===== config.mk =====
export PLATFORM = sky130hd
export DESIGN_NAME = name_stream_deframer
export DESIGN_NICKNAME = d
export VERILOG_FILES = /design/src/rtl/name_pkg.sv /design/src/rtl/name_beat_counter.sv /design/src/rtl/name_stream_deframer.sv
export SDC_FILE = /design/constraint.sdc
export NUM_CORES = 1
export LEC_CHECK = 0
export BUFFER_PORTS_ARGS = -buffer_cell sky130_fd_sc_hd__buf_2
export CAP_MARGIN = 20
export CORE_AREA = 4 4 188 153
export CTS_CLUSTER_SIZE = 28
export DETAILED_ROUTE_END_ITERATION = 16
export DIE_AREA = 0 0 192 157
export REMOVE_ABC_BUFFERS = 1
export SYNTH_ARGS = -nofsm -noshare
export SYNTH_HDL_FRONTEND = slang
export SYNTH_SLANG_ARGS = --single-unit

===== constraint.sdc =====
create_clock -name clk -period 2.8 [get_ports clk]
set_input_delay 0.56 -clock clk [delete_from_list [all_inputs] [get_ports clk]]
set_output_delay 0.56 -clock clk [all_outputs]
set_load 0.02 [all_outputs]

===== src/rtl/name_pkg.sv =====
// Shared definitions for the name-record stream deframer.
//   - state_t        : deframer FSM state encoding
//   - DEF_*          : default geometry of the stream
//   - HDR_LEN_LSB    : LSB of the beat-count field in a header beat
//   - hdr_ch_lsb()   : LSB of the channel-tag field, which sits directly above the
//                      beat count; payload beats also start at that offset
package name_pkg;

    localparam int DEF_DATA_W  = 128;
    localparam int DEF_LEN_W   = 32;
    localparam int DEF_CH_W    = 2;
    localparam int DEF_MAX_LEN = 4096;

    localparam int HDR_LEN_LSB = 0;

    function automatic int hdr_ch_lsb(input int len_w);
        return len_w;
    endfunction

    typedef enum logic [1:0] {
        S_HDR  = 2'd0,
        S_PAY  = 2'd1,
        S_DROP = 2'd2
    } state_t;

endpackage


===== src/rtl/name_beat_counter.sv =====
// Loadable down-counter that tracks the beats still owed by the current record.
// Ports:
//   clk, rst_n : clock, asynchronous active-low reset
//   load       : load load_val (takes priority over dec)
//   load_val   : new beat count
//   dec        : consume one beat; ignored at zero so the count never underflows
//   is_one     : the next consumed beat is the last one of the record
module name_beat_counter
    import name_pkg::*;
#(
    parameter int LEN_W = DEF_LEN_W
) (
    input  logic             clk,
    input  logic             rst_n,
    input  logic             load,
    input  logic [LEN_W-1:0] load_val,
    input  logic             dec,
    output logic             is_one
);

    logic [LEN_W-1:0] count;

    // NOTE: clocked state uses non-blocking assignments so every register
    // samples pre-edge values regardless of process evaluation order.
    always_ff @(posedge clk or negedge rst_n) begin
        if (!rst_n) begin
            count <= '0;
        end else if (load) begin
            count <= load_val;
        end else if (dec && (count != '0)) begin
            count <= count - 1'b1;
        end
    end

    assign is_one = (count == LEN_W'(1));

endmodule


===== src/rtl/name_stream_deframer.sv =====
// Parses a framed stream of read-name records. A header beat carries a beat count N
// and a channel tag; N payload beats follow and are forwarded with valid/ready,
// end-of-record marking and the record's channel tag. Records longer than MAX_LEN
// are consumed without being forwarded.
// Ports:
//   clk, rst_n          : clock, asynchronous active-low reset
//   in_data/valid/ready : input beats; header = {.., ch, N}, payload = {data, LEN_W'x}
//   out_data/ch/last    : forwarded payload beat, its channel, end-of-record flag
//   out_valid/ready     : output handshake (single output register, no skid)
//   hdr_req             : waiting for a header beat
//   rec_empty           : one-cycle pulse on an accepted N==0 header
//   len_err             : sticky, an oversize header was seen
//   rec_cnt             : completed records (forwarded, empty and dropped), wraps
module name_stream_deframer
    import name_pkg::*;
#(
    parameter int DATA_W  = DEF_DATA_W,
    parameter int LEN_W   = DEF_LEN_W,
    parameter int CH_W    = DEF_CH_W,
    parameter int MAX_LEN = DEF_MAX_LEN,
    localparam int IN_W   = LEN_W + DATA_W
) (
    input  logic              clk,
    input  logic              rst_n,
    input  logic [IN_W-1:0]   in_data,
    input  logic              in_valid,
    output logic              in_ready,
    output logic [DATA_W-1:0] out_data,
    output logic [CH_W-1:0]   out_ch,
    output logic              out_last,
    output logic              out_valid,
    input  logic              out_ready,
    output logic              hdr_req,
    output logic              rec_empty,
    output logic              len_err,
    output logic [15:0]       rec_cnt
);

    localparam int               CH_LSB    = hdr_ch_lsb(LEN_W);
    localparam logic [LEN_W-1:0] MAX_LEN_V = LEN_W'(MAX_LEN);

    state_t state, state_nxt;

    logic [LEN_W-1:0]  hdr_len;
    logic [CH_W-1:0]   hdr_ch;
    logic [DATA_W-1:0] payload;
    logic [CH_W-1:0]   rec_ch;
    logic              is_one;

    logic hdr_zero, hdr_big, hdr_ok;
    logic pay_acc, drop_acc, rec_done;

    assign hdr_len = in_data[HDR_LEN_LSB +: LEN_W];
    assign hdr_ch  = in_data[CH_LSB +: CH_W];
    assign payload = in_data[IN_W-1:LEN_W];

    // NOTE: every output of this block gets a default first, so no path through
    // the case can leave a value unassigned and infer a latch.
    always_comb begin
        state_nxt = state;
        in_ready  = 1'b0;
        hdr_req   = 1'b0;
        hdr_zero  = 1'b0;
        hdr_big   = 1'b0;
        hdr_ok    = 1'b0;
        pay_acc   = 1'b0;
        drop_acc  = 1'b0;
        rec_done  = 1'b0;
        case (state)
            S_HDR: begin
                in_ready = 1'b1;
                hdr_req  = 1'b1;
                if (in_valid) begin
                    if (hdr_len == '0) begin
                        hdr_zero = 1'b1;
                        rec_done = 1'b1;
                    end else if (hdr_len > MAX_LEN_V) begin
                        hdr_big   = 1'b1;
                        state_nxt = S_DROP;
                    end else begin
                        hdr_ok    = 1'b1;
                        state_nxt = S_PAY;
                    end
                end
            end
            S_PAY: begin
                // A new beat may enter only if the output register is free or
                // being emptied this cycle.
                in_ready = !out_valid || out_ready;
                pay_acc  = in_valid && in_ready;
                if (pay_acc && is_one) begin
                    rec_done  = 1'b1;
                    state_nxt = S_HDR;
                end
            end
            S_DROP: begin
                in_ready = 1'b1;
                drop_acc = in_valid;
                if (drop_acc && is_one) begin
                    rec_done  = 1'b1;
                    state_nxt = S_HDR;
                end
            end
            default: state_nxt = S_HDR;
        endcase
    end

    name_beat_counter #(.LEN_W(LEN_W)) u_remaining (
        .clk      (clk),
        .rst_n    (rst_n),
        .load     (hdr_ok || hdr_big),
        .load_val (hdr_len),
        .dec      (pay_acc || drop_acc),
        .is_one   (is_one)
    );

    always_ff @(posedge clk or negedge rst_n) begin
        if (!rst_n) begin
            state     <= S_HDR;
            out_valid <= 1'b0;
            out_data  <= '0;
            out_ch    <= '0;
            out_last  <= 1'b0;
            rec_ch    <= '0;
            rec_empty <= 1'b0;
            len_err   <= 1'b0;
            rec_cnt   <= '0;
        end else begin
            state     <= state_nxt;
            rec_empty <= hdr_zero;
            if (hdr_big) begin
                len_err <= 1'b1;
            end
            if (rec_done) begin
                rec_cnt <= rec_cnt + 16'd1;
            end
            if (pay_acc) begin
                out_valid <= 1'b1;
                out_data  <= payload;
                out_last  <= is_one;
                out_ch    <= rec_ch;
            end else if (out_ready) begin
                out_valid <= 1'b0;
            end
            // The previous record's last beat may still be stalled when the next
            // header arrives; out_ch then waits for the first payload beat, taken
            // from rec_ch, so the stalled beat keeps its own tag.
            if (hdr_ok) begin
                rec_ch <= hdr_ch;
                if (!(out_valid && !out_ready)) begin
                    out_ch <= hdr_ch;
                end
            end
        end
    end

endmodule


==> out/qor.tcl <==
set qor(post-cts-setup-buffers) 0
set qor(detail-route-antenna-nets) 0
set qor(worstSetupEndpointType) {flip-flop}
set qor(port_buffers) 315
set qor(commonest_cells_after_routing_fill_and_taps_aside) {buf_2 (314), dfrtp_1 (186), mux2_2 (135)}
set qor(synth_sequential_area_ratio_pct) 58.3
set qor(layout_commonest_cell) {buf_2}
set qor(total_grt_overflow) 0
set qor(worstRegToRegCells) 6
set qor(layout_cells_sized_above_1_pct) 54.0
set qor(drt_wl_total_microns) 23900
set qor(class_of_the_worst_hold_path) {in -> async}
set qor(place_hpwl_microns) 18400
set qor(maxClockFrequency_ghz) 0.403
set qor(antenna_found_initial) 4
set qor(initial_cell_density_of_the_core_pct) 29.6
set qor(vdd_drop_max_v) 0.000407
set qor(hold-worst-slack_ns) 0.152
set qor(clkTransAtPathRegs_ns) 0.07
set qor(adder_cell_fraction_of_synth_area_pct) 0.626
set qor(finish.utilization_pct) 40.2
set qor(grt_first_pass_wirelength_microns) 35500
set qor(post_detailed_route_wirelength_per_cell_microns) 17.7
set qor(die_area_sq_um) 30100
set qor(worstSetupStartpointType) {flip-flop}
set qor(die_height_microns) 157
set qor(n_fill_cell) 2652
set qor(synth_async_sr_flop_share_pct) 100
set qor(tritoncts_clock_tree) {built}
set qor(timing.final.setup_violations) 0
set qor(critical_path.cell_chain) {or4_1 -> nor3b_2 -> and4_1 -> nor2_1 -> a21o_1 -> a21o_1}
set qor(final.min_clock_period_ns) 2.48
set qor(synth_top_family_by_area) {multiplexers}
set qor(number_of_detailed_route_iterations_in_the_first_pass) 5
set qor(synthXorXnorAreaFrac_pct) 2.30
set qor(postSynthAreaPerCell_sq_um) 12.8
set qor(synth_simple_gate_area_share_pct) 11.8
set qor(drt_drc_violations_left) 0
set qor(cpPeakStageDelay_ns) 0.58
set qor(synth.yosys.warnings) 0
set qor(multi_input_comb_area_sq_um) 3210
set qor(post_cts_resized) 0
set qor(ys_seq_elements) 186
set qor(required_ns) 3.12
set qor(synth_compound_gate_area_share_pct) 5.97
set qor(status) {finished clean}
set qor(final.setup_skew_ns) 0.00937
set qor(syn_inst) 623
set qor(via_count) 6274
set qor(critical-path-top-cell-by-count) {a21o_1}
set qor(hold_violation_count_in_the_final_report) 0
set qor(clock_tree.htree_level_count) 4
set qor(number_of_distinct_library_cell_variants_in_the_gate_level_netlist_after_synthesis) 53
set qor(synthFlopType) {dfrtp_1}
set qor(floorplan.io_pins) 316
set qor(grt_usage_pct) 15.2
set qor(critPathMaxFanout) 8
set qor(synth.mux.area_fraction_pct) 19.3
set qor(final_nets) 1135
set qor(via_count_of_the_first_global_routing_pass) 6196
set qor(core_area_sq_um) 27000
set qor(pin_count_of_the_biggest_net_entering_global_routing) 70
set qor(crit_family) {simple AND/OR/NAND/NOR gates}
set qor(gp_congestion) 0.824
set qor(crit_path_start) {u_remaining.count[28]}
set qor(crit-reg2reg-capture) {u_remaining.count[19]}
set qor(cp.arrival_ns) 2.80
set qor(area_growth_pct) 35.7
set qor(drt_first_iter_violations) 352
set qor(clock_insertion_delay_worst_skew_ns) 0.43
set qor(timing.final.max_slew_violations) 0
set qor(floorplan.rows) 54
set qor(numClockSinks) 186
set qor(syn_area_sq_um) 7990
set qor(synth_edf_count) 0
set qor(cts_max_path_bufs) 2
set qor(critical_path.n_buffers_inverters) 0
set qor(chipWidth_microns) 192
set qor(power_leakage_nw) 5.93
set qor(seq_area_sq_um) 4650
set qor(slew_headroom_pct) 58.7
set qor(rsz_0062_raised_after_global_routing) {no}
set qor(routed_via_density) 4.66
set qor(criticalPathCategory) {reg -> reg}
set qor(worst_r2r_startpoint) {u_remaining.count[28]}
set qor(post-route-period-util_pct) 88.7
set qor(postCtsHoldBufs) 0
set qor(cpMaxStageDelayCell) {or4_1}
set qor(power.density_nw_per_um2) 569
set qor(clock-root-buffer) {clkbuf_16}
set qor(ff2ff_setup_slack_ns) 0.32
set qor(maxCapViolCount) 0
set qor(tightestPinTransition_ns) 0.619
set qor(tritoncts.num_buffers) 17
-- routing by layer --
layer,track usage (%),share of wire (%),vias to the layer above
li1,-,-,2972
met1,19.1,41,3059
met2,26.2,50,222
met3,4.17,7.8,17
met4,3.67,1.0,4
met5,0,0.14,-
-- sequential cells by signal, indices dropped and copies added, names as in the netlist --
| register | cells |
|---|---|
| rec_cnt | 16 |
| out_ch | 2 |
| out_last | 1 |
| state | 2 |
| len_err | 1 |
| out_valid | 1 |
| rec_empty | 1 |
| out_data | 128 |
| rec_ch | 2 |
| u_remaining.count | 32 |
-- how the worst max path moves through the flow --
stage / slack (ns) / to / cells after the start
2_1_floorplan: -2.51 / out_ch[0] / 4
6_report: 0.32 / u_remaining.count[19] / 6
5_1_grt: 0.13 / rec_cnt[14] / 6
3_3_place_gp: 0.12 / out_ch[0] / 7
3_5_place_dp: 0.13 / out_ch[0] / 7
4_1_cts: 0.34 / u_remaining.count[19] / 6
-- stage by stage --
step / area, sq um / power (mW) / setup slack, ns / instances / TNS [ns]
2_1_floorplan: 7880 / 3.45 / -2.51 / 597 / -297.96
3_3_place_gp: 10300 / 3.85 / 0.121 / 1312 / 0
3_5_place_dp: 10300 / 3.87 / 0.126 / 1312 / 0
4_1_cts: 10800 / 6.26 / 0.336 / 1344 / 0
5_1_grt: 10800 / 6.51 / 0.131 / 1345 / 0
6_report: 10800 / 6.17 / 0.317 / 1346 / 0
-- synthesized netlist by cell type, drive strengths merged, types with 3 or more instances --
cell    number  area [sq um]
dfrtp      186          4650
mux2       135          1520
nand2       48           180
nor2        24          90.1
nor4        22           165
clkbuf      21          78.8
nor3        16          80.1
o21ai       16          80.1
nand3       15          75.1
xor2        14           123
a21oi       10          50.1
inv          8          30.0
nand4        8          50.1
o211ai       7          52.6
or4          7          56.3
xnor2        7          61.3
a21o         6          45.0
a221o        5          50.1
buf          5          31.3
nand2b       5          31.3
a31oi        4          25.0
and4         4          35.0
ha           4          50.1
o31ai        4          30.0
and3         3          18.8
nor2b        3          18.8
nor3b        3          27.5
nor4b        3          26.3
o311ai       3          26.3
or3          3          18.8
-- cells by family after synthesis --
| kind of cell | Yosys count |
|---|---|
| AND/OR/NAND/NOR | 173 |
| AO/OA/AOI/OAI | 68 |
| multiplexers | 137 |
| buffers and inverters | 34 |
| adder cells (fa/ha/maj) | 4 |
| XOR/XNOR | 21 |
| flip-flops | 186 |
-- cell type report --
cell class,instances,area share (%)
well taps,364,4.20
clock buffers,18,3.96
repair buffers,351,17.7
diodes,2,0.0462
clock inverters,14,1.26
inverters,8,0.277
multi-input cells,403,29.6
flip-flops and latches,186,42.9
-- power by group --
| part | leakage [nW] | total [mW] | switching (mW) | internal [mW] |
|---|---|---|---|---|
| logic | 3.13 | 0.782 | 0.413 | 0.369 |
| registers | 2.53 | 3.04 | 0.197 | 2.84 |
| clock network | 0.270 | 2.35 | 1.17 | 1.18 |
Note: power is estimated with default switching activity, not from simulation.
